`src/rtl/seq_alu.sv`:
```
// seq_alu: multi-cycle ALU with a valid/ready handshake on both sides.
// It holds one operation at a time. ADD, SUB and the logic ops finish in a
// single cycle. MUL uses a shift-add multiplier that runs for WIDTH cycles.
// DIV uses a restoring divider that runs for WIDTH cycles.
// All outputs are either registered or decoded from the FSM state.
//
// Optional feature: define ALU_DIV_EN to build the restoring divider.
// Without it, SEL=011 finishes in one cycle with OUT=0, OUT_HI=0 and ERR=1.
//
// Handshake: a transfer happens on a rising edge where valid && ready are
// both high. IN_READY is high only in IDLE, and is low while RST is high.
// OUT_VALID is high only in DONE. While DONE waits for OUT_READY, the outputs
// stay stable.
module seq_alu #(
    parameter int WIDTH = 8
) (
    input  logic             CLK,
    input  logic             RST,
    input  logic             IN_VALID,
    output logic             IN_READY,
    input  logic [WIDTH-1:0] A,
    input  logic [WIDTH-1:0] B,
    input  logic [2:0]       SEL,
    output logic             OUT_VALID,
    input  logic             OUT_READY,
    output logic [WIDTH-1:0] OUT,
    output logic [WIDTH-1:0] OUT_HI,
    output logic             CARRY,
    output logic             ZERO,
    output logic             ERR,
    output logic [1:0]       dbg_state
);

    localparam int CW = $clog2(WIDTH) + 1;

    localparam logic [2:0] OP_ADD  = 3'b000;
    localparam logic [2:0] OP_SUB  = 3'b001;
    localparam logic [2:0] OP_MUL  = 3'b010;
    localparam logic [2:0] OP_DIV  = 3'b011;
    localparam logic [2:0] OP_AND  = 3'b100;
    localparam logic [2:0] OP_OR   = 3'b101;
    localparam logic [2:0] OP_XOR  = 3'b110;
    localparam logic [2:0] OP_XNOR = 3'b111;

    typedef enum logic [1:0] {
        IDLE = 2'd0,
        BUSY = 2'd1,
        DONE = 2'd2
    } state_t;

    state_t state_q, state_d;

    // Iteration registers. For MUL, acc holds {partial product high, multiplier}.
    // For DIV, acc holds {partial remainder, remaining dividend / quotient}.
    logic [2*WIDTH-1:0] acc_q;
    logic [WIDTH-1:0]   b_q;
    logic [CW-1:0]      cnt_q;
`ifdef ALU_DIV_EN
    logic               is_mul_q;
`endif

    // Registered results
    logic [WIDTH-1:0] out_q, out_hi_q;
    logic             carry_q, zero_q, err_q;

    // Single-cycle decode, taken from the operands at the accept edge
    logic [WIDTH:0]   sum_w, diff_w;
    logic [WIDTH-1:0] sc_lo, sc_hi;
    logic             sc_carry, sc_err, sc_multi;

    // Iteration datapath
    logic [WIDTH:0]     mul_sum;
    logic [2*WIDTH-1:0] mul_next;
    logic [2*WIDTH-1:0] step_next;
    logic               fin_carry;
`ifdef ALU_DIV_EN
    logic [WIDTH:0]     rem_sh, div_diff;
    logic [2*WIDTH-1:0] div_next;
`endif

    logic accept, last_iter;

    assign accept    = (state_q == IDLE) && IN_VALID;
    assign last_iter = (cnt_q == CW'(WIDTH - 1));

    assign sum_w  = {1'b0, A} + {1'b0, B};
    assign diff_w = {1'b0, A} - {1'b0, B};

    assign IN_READY  = (state_q == IDLE) && !RST;
    assign OUT_VALID = (state_q == DONE);
    assign OUT       = out_q;
    assign OUT_HI    = out_hi_q;
    assign CARRY     = carry_q;
    assign ZERO      = zero_q;
    assign ERR       = err_q;
    assign dbg_state = state_q;

    // Decode the opcode into a single-cycle result, or flag it as multi-cycle
    always_comb begin
        sc_lo    = '0;
        sc_hi    = '0;
        sc_carry = 1'b0;
        sc_err   = 1'b0;
        sc_multi = 1'b0;
        unique case (SEL)
            OP_ADD: begin
                sc_lo    = sum_w[WIDTH-1:0];
                sc_carry = sum_w[WIDTH];
            end
            OP_SUB: begin
                sc_lo    = diff_w[WIDTH-1:0];
                sc_carry = diff_w[WIDTH];
            end
            OP_MUL: sc_multi = 1'b1;
            OP_DIV: begin
`ifdef ALU_DIV_EN
                if (B == '0) begin
                    sc_lo  = '1;
                    sc_hi  = A;
                    sc_err = 1'b1;
                end else begin
                    sc_multi = 1'b1;
                end
`else
                sc_err = 1'b1;
`endif
            end
            OP_AND:  sc_lo = A & B;
            OP_OR:   sc_lo = A | B;
            OP_XOR:  sc_lo = A ^ B;
            OP_XNOR: sc_lo = ~(A ^ B);
            default: sc_lo = '0;
        endcase
    end

    // One shift-add or restoring-divide step on the accumulator
    always_comb begin
        mul_sum  = {1'b0, acc_q[2*WIDTH-1:WIDTH]} + (acc_q[0] ? {1'b0, b_q} : '0);
        mul_next = {mul_sum, acc_q[WIDTH-1:1]};
`ifdef ALU_DIV_EN
        rem_sh   = acc_q[2*WIDTH-1:WIDTH-1];
        div_diff = rem_sh - {1'b0, b_q};
        if (!div_diff[WIDTH]) begin
            div_next = {div_diff[WIDTH-1:0], acc_q[WIDTH-2:0], 1'b1};
        end else begin
            div_next = {rem_sh[WIDTH-1:0], acc_q[WIDTH-2:0], 1'b0};
        end
        step_next = is_mul_q ? mul_next : div_next;
        fin_carry = is_mul_q && (mul_next[2*WIDTH-1:WIDTH] != '0);
`else
        step_next = mul_next;
        fin_carry = (mul_next[2*WIDTH-1:WIDTH] != '0);
`endif
    end

    // FSM state register
    always_ff @(posedge CLK or posedge RST) begin
        if (RST) state_q <= IDLE;
        else     state_q <= state_d;
    end

    // FSM next-state logic
    always_comb begin
        state_d = state_q;
        unique case (state_q)
            IDLE: if (IN_VALID)  state_d = sc_multi ? BUSY : DONE;
            BUSY: if (last_iter) state_d = DONE;
            DONE: if (OUT_READY) state_d = IDLE;
            default: state_d = IDLE;
        endcase
    end

    // Datapath: latch on accept, iterate in BUSY, register results
    always_ff @(posedge CLK or posedge RST) begin
        if (RST) begin
            acc_q    <= '0;
            b_q      <= '0;
            cnt_q    <= '0;
`ifdef ALU_DIV_EN
            is_mul_q <= 1'b0;
`endif
            out_q    <= '0;
            out_hi_q <= '0;
            carry_q  <= 1'b0;
            zero_q   <= 1'b0;
            err_q    <= 1'b0;
        end else begin
            if (accept) begin
                if (sc_multi) begin
                    acc_q    <= {{WIDTH{1'b0}}, A};
                    b_q      <= B;
                    cnt_q    <= '0;
`ifdef ALU_DIV_EN
                    is_mul_q <= (SEL == OP_MUL);
`endif
                end else begin
                    out_q    <= sc_lo;
                    out_hi_q <= sc_hi;
                    carry_q  <= sc_carry;
                    zero_q   <= (sc_lo == '0);
                    err_q    <= sc_err;
                end
            end else if (state_q == BUSY) begin
                acc_q <= step_next;
                cnt_q <= cnt_q + CW'(1);
                if (last_iter) begin
                    out_q    <= step_next[WIDTH-1:0];
                    out_hi_q <= step_next[2*WIDTH-1:WIDTH];
                    carry_q  <= fin_carry;
                    zero_q   <= (step_next[WIDTH-1:0] == '0);
                    err_q    <= 1'b0;
                end
            end
        end
    end

endmodule

```
`config.mk`:
```
export PLATFORM = sky130hd
export DESIGN_NAME = seq_alu
export DESIGN_NICKNAME = d
export VERILOG_FILES = /design/src/rtl/seq_alu.sv
export SDC_FILE = /design/constraint.sdc
export NUM_CORES = 1
export LEC_CHECK = 0
export CORE_MARGIN = 2
export CORE_UTILIZATION = 51
export DETAILED_ROUTE_END_ITERATION = 10
export GPL_TIMING_DRIVEN = 0
export PLACE_DENSITY_LB_ADDON = 0.15
export SLEW_MARGIN = 0
export SYNTH_ARGS = -nofsm -noshare
export SYNTH_HDL_FRONTEND = slang
export SYNTH_SLANG_ARGS = --single-unit
export TNS_END_PERCENT = 20
```
`constraint.sdc`:
```
create_clock -name CLK -period 2 [get_ports CLK]
set_input_delay 0.3 -clock CLK [delete_from_list [all_inputs] [get_ports CLK]]
set_output_delay 0.3 -clock CLK [all_outputs]
set_load 0.02 [all_outputs]
```
==> results of run 1 <==
## per-stage QoR
step | util [%] | hold slack (ns)
2_1_floorplan | - | 0.440
3_3_place_gp | 62.4 | 0.461
3_5_place_dp | 62.7 | 0.470
4_1_cts | 68.9 | 0.270
5_1_grt | 70.3 | 0.283
6_report | 70.3 | 0.272
## flip-flops by register name, indices dropped and copies added (netlist names)
name,count
acc_q,16
ZERO,1
CARRY,1
OUT,8
cnt_q,4
dbg_state,2
b_q,8
ERR,1
OUT_HI,8
## final cells by class
class	count	area share, %
inverters	28	2.71
clock buffers	5	1.43
plain buffers	16	2.11
flip-flops and latches	49	25.6
repair buffers	57	11.5
well taps	96	2.50
multi-input cells	318	53.6
clock inverters	3	0.469
## worst reg2reg max path, stage by stage (launching register included)
cell and delay (ns):
dfrtp_2 0.44, buf_4 0.15, buf_4 0.14, and2_4 0.16
ha_4 0.21, o21a_1 0.11, o31a_1 0.14, o21ai_2 0.13
nand2b_1 0.12, a21o_1 0.22, a21oi_2 0.20, a41oi_2 0.14
## routing by layer
metal	vias to the layer above	GRT usage, %	share of wire [%]
li1	1590	-	-
met1	1681	38.8	46
met2	129	43.5	47
met3	12	2.80	5.4
met4	0	3.72	1.4
met5	-	0	0
## how the worst min path moves through the flow
stage / start / endpoint / depth (start not counted)
6_report: A[0] / acc_q[0] / 3
5_1_grt: A[0] / acc_q[0] / 3
4_1_cts: A[0] / acc_q[0] / 3
3_5_place_dp: OUT_HI[0] / OUT_HI[0] / 2
3_3_place_gp: OUT[3] / OUT[3] / 1
2_1_floorplan: OUT_READY / dbg_state[1] / 1
## power groups by stage
stage / Combinational (µW) / Sequential, µW / Clock, µW
floorplan: 1240 / 1690 / 0
CTS: 2290 / 1630 / 598
detailed placement: 2030 / 1640 / 0
global route: 2660 / 1680 / 648
finish: 2440 / 1650 / 603
global placement: 1970 / 1620 / 0
## cells in the mapped netlist (9+ instances only)
library cell	n
nand2_1	57
dfrtp_1	49
ha_1	34
nor2_1	32
inv_1	27
o21ai_0	24
a21oi_1	20
clkbuf_1	11
a211oi_1	9
a22oi_1	9
nand2b_1	9
o22ai_1	9
xor2_1	9
## timing repair
action                                  CTS  global route
resized for setup                       108            23
endpoints found under the setup margin   46            49
buffers inserted                         10             3
pin swaps                                30            17
## kinds of logic after synthesis
| group | Yosys count | share of synthesized area (%) |
|---|---|---|
| and+or+nand+nor | 133 | 16.7 |
| DFF | 49 | 33.7 |
| adders and majority gates | 37 | 13.4 |
| buffers and inverters | 49 | 5.79 |
| xor gates and xnor gates | 17 | 4.10 |
| AOI/OAI and AO/OA | 119 | 22.3 |
| muxes | 12 | 3.93 |
==> flow_summary.yaml, run 1 <==
run_status:
  status: "finished, violations left"
  violations: "setup timing"
setup_path:
  reg2reg_from: "acc_q[0]"
  crit_chain: "buf_4, buf_4, and2_4, ha_4, o21a_1, o31a_1, o21ai_2, nand2b_1, a21o_1, a21oi_2, a41oi_2"
  maximum_single_stage_delay_on_the_critical_path_ns: 0.44
  critPathArrivalTime_ns: 2.46
  reg2reg_slack_ns: -0.29
  worstPathMaxFanout: 5
  worst-path-buf-inv: 2
  critical_path.slowest_cell: "dfrtp_2"
  critPathLaunchType: "flip-flop"
  crit_cells: 11
  worstSetupPathType: "reg2reg"
  worstReg2RegEnd: "CARRY"
  worst_setup_ep_type: "flip-flop"
  family_of_cells_with_the_greatest_summed_delay_on_the_critical_path: "compound AO/OA/AOI/OAI gates"
  critPathMostFrequentCell: "buf_4"
  r2r_cells: 11
  capturing_element_of_the_worst_setup_path: "CARRY"
  cp.required_ns: 2.17
  setup.worst_path.start: "acc_q[0]"
clock_network:
  post_cts_hold_buffer_count: 0
  cts_max_path_buffers: 2
  tritoncts.num_buffers: 5
  clock_sinks: 49
  clk_latency_worst_skew_pair_ns: 0.30
  ctsHtreeMaxLevel: 2
  cts.reportedPaths.clkPinSlew_ns: 0.10
  cts_tree: "yes"
  cts_root_cell: "clkbuf_8"
power_and_ir_drop:
  combPwrFrac_pct: 52.0
  areal_power_density_over_the_cells_mw_per_mm2: 977
  share_clk_of_total_power_pct: 12.9
  total_switching_power_uw: 2000
  leakagePower_uw: 0.00209
  internal-power_uw: 2690
  total_power_uw: 4690
  peak_supply_drop_uv: 763
  power.sequential.fraction_pct: 35.1
  switching_fraction_pct: 42.6
drt:
  drc: 0
  drt-total-wl_um: 10100
  num_vias: 3412
  routed_wire_per_std_cell_um: 17.7
  vias_per_cell: 5.97
  drtAntennaViolNets: 0
  drt_pre_antenna_iters: 5
  detailedRoute.firstIterationViolations: 272
layout:
  mostFrequentLayoutCells: "nand2_1, dfrtp_1, nor2_1"
  area_growth_from_synthesis_to_final_layout_pct: 32.1
  fillers: 552
  final-seq-area_mm2: 0.00123
  final_common_cell: "nand2_1"
  final_cells: 572
  layout.cell_area.non_filler_mm2: 0.00480
  post_route_cells_drive_above_1_share_pct: 24.8
  multiInputGateArea_mm2: 0.00257
  num_antenna_cells: 0
  num-nets-final: 535
logic_synthesis:
  synthFlopType: "dfrtp_1"
  synth_nets: 476
  synthArstFlopShare_pct: 100
  post-synth-top-area-cell: "dfrtp_1"
  synth_top_area_share_pct: 33.7
  syn_area_mm2: 0.00363
  yosysWarnings: 0
  seq_area_frac_synth_pct: 33.7
  synth_enable_flop_cells: 0
  post_synth_main_area_contributors: "dfrtp_1, ha_1, nand2_1"
  ys_ff_latch: 49
  post_synth_num_cell_types: 53
  post_synth_inst_count: 416
  post_synth.cell_area_avg_um2: 8.73
sta:
  timing.final.setup_violations: 11
  min_period_over_period_pct: 114
  worst_slack_ns: -0.286
  slew_viol_final: 0
  grt_setup_unrepaired: "yes"
  fin_worst_skew_ns: 0.0115
  relSlewSlack_pct: 55.0
  maxClockFrequency_mhz: 437
  worst_slew_pin_slew_ns: 0.671
  period_minus_slack_ns: 2.29
  report.final.hold_viol_count: 0
  totalNegativeSetupSlack_ns: -1.97
grt:
  wire_length_of_the_first_global_routing_pass_um: 16100
  largest_net_degree_at_the_start_of_global_routing: 33
  grt_antenna_before_repair: 0
  track_usage_pct: 26.5
  grt_pass1_vias: 3252
  gr-total-overflow: 0
place:
  place.detailed.instances: 556
  preCtsSetupSlack_ns: -1.31
  globalplace.congestion: 0.871
  detailed_place.area_mm2: 0.00428
  place_hpwl_um: 7350
  portbufs: 43
die:
  row_count: 30
  die_area_mm2: 0.00782
  dieHeight_um: 88.4
  floorplan.initialDensity_pct: 53.2
  boundaryPins: 46
  chipWidth_um: 88.4
  core_mm2: 0.00683
job:
  max_cap_viol_count: 0
min_path:
  timing.hold.worst.class: "in2reg"
Power figures use the tool's default switching activity.
==> run 2: changes to the inputs <==
PLACE_DENSITY = 0.74   (was not set)
PLACE_DENSITY_LB_ADDON = not set   (was 0.15)
==> run 2 against run 1 <==
  * Via count rose by 1.5%
  * Critical path depth stayed put
  * The flow still finishes with violations (setup timing)
  * Sequential power hardly changed
  * Global-route usage increased by 0.15 points
  * Routed wire length rose by 3.1%
  * Critical endpoint unchanged
  * Maximum frequency rose by 0.12%
  * Clock-buffer cell count increased by 1
  * Cell count rose by 1.2%
  * Sequential share of layout area decreased by 0.36 points
  * Clock power is 18% higher
  * First-iteration DRC count is 4.8% higher
  * Total power rose by 3.2%
  * Largest power group unchanged
==> flow_summary.yaml, run 2 (same netlist as run 1, synthesis figures left out) <==
run_status:
  status: "finished, violations left"
  violations: "setup timing"
clock_network:
  clk_latency_worst_skew_pair_ns: 0.30
  cts_max_path_buffers: 2
  cts.reportedPaths.clkPinSlew_ns: 0.09
  cts_tree: "yes"
  ctsHtreeMaxLevel: 2
  cts_root_cell: "clkbuf_8"
  clock_sinks: 49
  post_cts_hold_buffer_count: 0
  tritoncts.num_buffers: 5
layout:
  area_growth_from_synthesis_to_final_layout_pct: 34.0
  num_antenna_cells: 0
  layout.core_utilization_pct: 71.2
  final_common_cell: "nand2_1"
  mostFrequentLayoutCells: "nand2_1, dfrtp_1, nor2_1"
  top_register: "acc_q"
  post_route_cells_drive_above_1_share_pct: 27.5
  num-nets-final: 542
  largest_reg_flops: 16
grt:
  grt_pass1_vias: 3289
  track_usage_pct: 26.6
  largest_net_degree_at_the_start_of_global_routing: 41
  gr-total-overflow: 0
  grt_antenna_before_repair: 0
  wire_length_of_the_first_global_routing_pass_um: 16000
setup_path:
  worstReg2RegEnd: "CARRY"
  worst-path-buf-inv: 1
  worstPathMaxFanout: 5
  worstSetupPathType: "reg2reg"
  critPathLaunchType: "flip-flop"
  critPathArrivalTime_ns: 2.46
  reg2reg_from: "acc_q[0]"
  r2r_cells: 11
  crit_chain: "and2_4, ha_4, inv_2, fa_2, nor2b_2, o31a_1, o21ai_1, nand2b_1, a21o_1, a21oi_2, a41oi_1"
  worst_setup_ep_type: "flip-flop"
  maximum_single_stage_delay_on_the_critical_path_ns: 0.45
  critical_path.slowest_cell: "dfrtp_2"
  family_of_cells_with_the_greatest_summed_delay_on_the_critical_path: "compound AO/OA/AOI/OAI gates"
  cp.required_ns: 2.17
  reg2reg_slack_ns: -0.28
die:
  core_mm2: 0.00683
  dieHeight_um: 88.4
  boundaryPins: 46
  die_area_mm2: 0.00782
  row_count: 30
  chipWidth_um: 88.4
  floorplan.initialDensity_pct: 53.2
sta:
  maxClockFrequency_mhz: 438
  final.hold.worst_slack_ns: 0.261
  report.final.hold_viol_count: 0
  worst_slack_ns: -0.283
  relSlewSlack_pct: 60.5
  timing.final.setup_violations: 9
  period_minus_slack_ns: 2.28
  fin_worst_skew_ns: 0.00855
  grt_setup_unrepaired: "yes"
  slew_viol_final: 0
  worst_slew_pin_slew_ns: 0.588
  min_period_over_period_pct: 114
min_path:
  timing.hold.worst.class: "in2async"
drt:
  detailedRoute.firstIterationViolations: 285
  drt_pre_antenna_iters: 6
  routed_wire_per_std_cell_um: 18.0
  vias_per_cell: 5.98
  drc: 0
  drt-total-wl_um: 10400
  num_vias: 3464
  drtAntennaViolNets: 0
job:
  max_cap_viol_count: 0
place:
  globalplace.congestion: 0.959
  portbufs: 43
  place_hpwl_um: 7370
power_and_ir_drop:
  leakagePower_uw: 0.00213
  areal_power_density_over_the_cells_mw_per_mm2: 994
  peak_supply_drop_uv: 731
[run 2: changes by cell type in the layout (fill, tap and decap cells not counted), sizes merged, moves of 2 or more]
cell | previous run | this run
buf | 28 | 37
clkbuf | 12 | 17
clkdlybuf4s15 | 4 | 2
clkinv | 4 | 2
dlygate4sd2 | 6 | 1
[run 2: cell type report]
cell class	instances	area, µm²
repair buffers	64	602
flip-flops and latches	49	1230
well taps	96	120
plain buffers	16	98.8
fillers	531	1960
multi-input cells	318	2570
clock buffers	6	72.6
inverters	28	133
clock inverters	2	38.8
[run 2: power by group]
| part | internal, µW | switching, µW | leakage [µW] |
|---|---|---|---|
| clock | 376 | 337 | 0.0000554 |
| sequential | 1340 | 316 | 0.000623 |
| combinational | 1120 | 1350 | 0.00146 |
| total | 2830 | 2010 | 0.00213 |
[run 2: how the worst max path moves through the flow]
stage	cells past startpoint	slack (ns)	to	startpoint
6_report	11	-0.28	CARRY	acc_q[0]
5_1_grt	11	-0.36	CARRY	acc_q[0]
4_1_cts	11	-0.31	ZERO	A[0]
3_5_place_dp	11	-1.19	ZERO	A[0]
3_3_place_gp	10	-1.15	ZERO	A[0]
2_1_floorplan	10	-0.17	ZERO	A[0]
[run 2: per-stage QoR]
| step | instance area, µm² | power, µW | setup slack (ns) | setup TNS (ns) | std cells |
|---|---|---|---|---|---|
| floorplan | 3710 | 2920 | -0.166 | -0.663 | 416 |
| global placement | 4260 | 3590 | -1.15 | -45.71 | 555 |
| global route | 4870 | 5110 | -0.356 | -3.05 | 579 |
| detailed placement | 4280 | 3660 | -1.19 | -27.81 | 556 |
| CTS | 4650 | 4530 | -0.312 | -1.64 | 568 |
| finish | 4870 | 4840 | -0.283 | -1.94 | 579 |
[run 2: metal layers]
layer  track usage (%)  part of all wire, %  up-vias
met2              42.2                   47      172
met4              8.54                  2.5        0
li1                  -                    -     1595
met5                 0                    0        -
met1              37.0                   44     1669
met3              5.04                  6.7       28
[run 2: what timing repair did]
item,CTS,global route
resized for setup,102,48
pin swaps,27,19
setup endpoints to repair,46,48
hold endpoints to repair,0,0
setup buffers,9,11
==> run 3: changes to the inputs <==
CORE_UTILIZATION = 58   (was 51)
DONT_BUFFER_PORTS = 1   (was not set)
PLACE_DENSITY = 0.73   (was 0.74)
==> run 3 against run 2 <==
  * The run still ends with setup timing left
  * Total power shrank 8.6%
  * Clock skew grew 0.0075 ns
  * Critical endpoint unchanged
  * Core utilization shrank 1.6 points
  * Maximum frequency grew 2.3%
  * Largest power group unchanged
  * Highest routed layer unchanged
  * Critical path depth is the same
==> flow_summary.yaml, run 3 (same netlist as run 1, synthesis figures left out) <==
run_status:
  status: "finished, violations left"
  violations: "setup timing"
sta:
  final.hold.worst_slack_ns: 0.123
  slew_viol_final: 0
  maxClockFrequency_mhz: 448
  worst_slew_pin_slew_ns: 0.642
  totalNegativeSetupSlack_ns: -1.23
  report.final.hold_viol_count: 0
  relSlewSlack_pct: 56.9
  period_minus_slack_ns: 2.23
  grt_setup_unrepaired: "yes"
  fin_worst_skew_ns: 0.0161
  timing.final.setup_violations: 8
  min_period_over_period_pct: 112
  worst_slack_ns: -0.233
job:
  max_cap_viol_count: 0
die:
  boundaryPins: 46
  dieHeight_um: 83.2
  core_mm2: 0.00599
  row_count: 28
  floorplan.initialDensity_pct: 60.7
  chipWidth_um: 83.2
  die_area_mm2: 0.00691
clock_network:
  tritoncts.num_buffers: 5
  cts_tree: "yes"
  cts_max_path_buffers: 2
  clk_latency_worst_skew_pair_ns: 0.32
  cts_root_cell: "clkbuf_8"
  ctsHtreeMaxLevel: 2
  cts.reportedPaths.clkPinSlew_ns: 0.10
  clock_sinks: 49
min_path:
  timing.hold.worst.class: "in2reg"
setup_path:
  critPathLaunchType: "flip-flop"
  cp.required_ns: 2.19
  maximum_single_stage_delay_on_the_critical_path_ns: 0.43
  critical_path.slowest_cell: "dfrtp_2"
  worst-path-buf-inv: 1
  crit_chain: "and2_4, ha_4, inv_2, fa_2, nor2b_2, o31a_1, o21ai_2, nand2b_1, a21o_1, a21oi_2, a41oi_1"
  worst_setup_ep_type: "flip-flop"
  worstPathMaxFanout: 5
  worstSetupPathType: "reg2reg"
  critPathArrivalTime_ns: 2.42
  family_of_cells_with_the_greatest_summed_delay_on_the_critical_path: "compound AO/OA/AOI/OAI gates"
layout:
  top_register: "acc_q"
  final_common_cell: "nand2_1"
  largest_reg_flops: 16
  post_route_cells_drive_above_1_share_pct: 19.4
  layout.core_utilization_pct: 69.6
  num-nets-final: 491
  area_growth_from_synthesis_to_final_layout_pct: 14.8
  num_antenna_cells: 0
  mostFrequentLayoutCells: "nand2_1, dfrtp_1, nor2_1"
  layout.cell_area.non_filler_mm2: 0.00417
drt:
  detailedRoute.firstIterationViolations: 278
  vias_per_cell: 6.28
  drt_pre_antenna_iters: 5
  drc: 0
  num_vias: 3184
  drtAntennaViolNets: 0
  drt-total-wl_um: 9710
  routed_wire_per_std_cell_um: 19.1
grt:
  track_usage_pct: 29.2
  gr-total-overflow: 0
  grt_antenna_before_repair: 0
  wire_length_of_the_first_global_routing_pass_um: 16100
  grt_pass1_vias: 3160
  largest_net_degree_at_the_start_of_global_routing: 33
power_and_ir_drop:
  areal_power_density_over_the_cells_mw_per_mm2: 1060
  total_switching_power_uw: 1900
  peak_supply_drop_uv: 955
  switching_fraction_pct: 42.9
  internal-power_uw: 2530
  share_clk_of_total_power_pct: 16.7
  total_power_uw: 4420
  combPwrFrac_pct: 42.8
  leakagePower_uw: 0.00187
  power.sequential.fraction_pct: 40.6
place:
  place_hpwl_um: 7140
  detailed_place.area_mm2: 0.00383
  portbufs: 0
  globalplace.congestion: 0.891
## run 3: stage by stage
| stage | std cells | setup WS [ns] |
|---|---|---|
| after floorplan | 416 | -0.166 |
| after global placement | 491 | -0.517 |
| after detailed placement | 492 | -0.613 |
| after CTS | 506 | -0.188 |
| after global routing | 507 | -0.374 |
| final | 507 | -0.233 |
## run 3: power by group through the flow
stage | Combinational (µW) | Clock [µW] | Sequential (µW)
after floorplan | 1240 | 0 | 1690
after global placement | 1520 | 0 | 1770
after detailed placement | 1580 | 0 | 1780
after CTS | 1750 | 733 | 1780
after global routing | 2100 | 771 | 1840
final | 1890 | 737 | 1790
## run 3: path summary, 6_finish.rpt
| check | startpoint | end | slack (ns) | depth (start not counted) |
|---|---|---|---|---|
| worst min-delay path | B[6] | b_q[6] | 0.12 | 1 |
| worst min register to register | b_q[3] | b_q[3] | 0.51 | 1 |
| worst max register to register | acc_q[0] | CARRY | -0.23 | 11 |
| worst max-delay path | acc_q[0] | CARRY | -0.23 | 11 |
| max in group asynchronous | RST | dbg_state[1] | 1.08 | 3 |
| min in group asynchronous | RST | cnt_q[3] | 0.42 | 2 |
## run 3: routing by layer
metal	vias up	track usage, %	share of wire, %	routed length [µm]
met5	-	0	0	0
met4	0	6.11	1.5	146
met3	15	6.76	8.4	812
met2	116	46.0	47	4560
met1	1559	41.4	43	4190
li1	1494	-	-	-
## run 3: what timing repair did
item / in CTS / in global routing
hold buffers: 1 / 0
pin swaps: 7 / 3
endpoints found under the hold margin: 17 / 0
gates resized for setup: 31 / 24
setup buffers: 5 / 1
endpoints found under the setup margin: 48 / 44
## run 3: area by class of cell
type | instances | area [µm²]
multi-input cells | 318 | 2400
flip-flops and latches | 49 | 1230
fillers | 469 | 1820
repair buffers | 8 | 75.1
inverters | 28 | 130
clock buffers | 5 | 68.8
well taps | 75 | 93.8
clock inverters | 3 | 43.8
plain buffers | 21 | 125
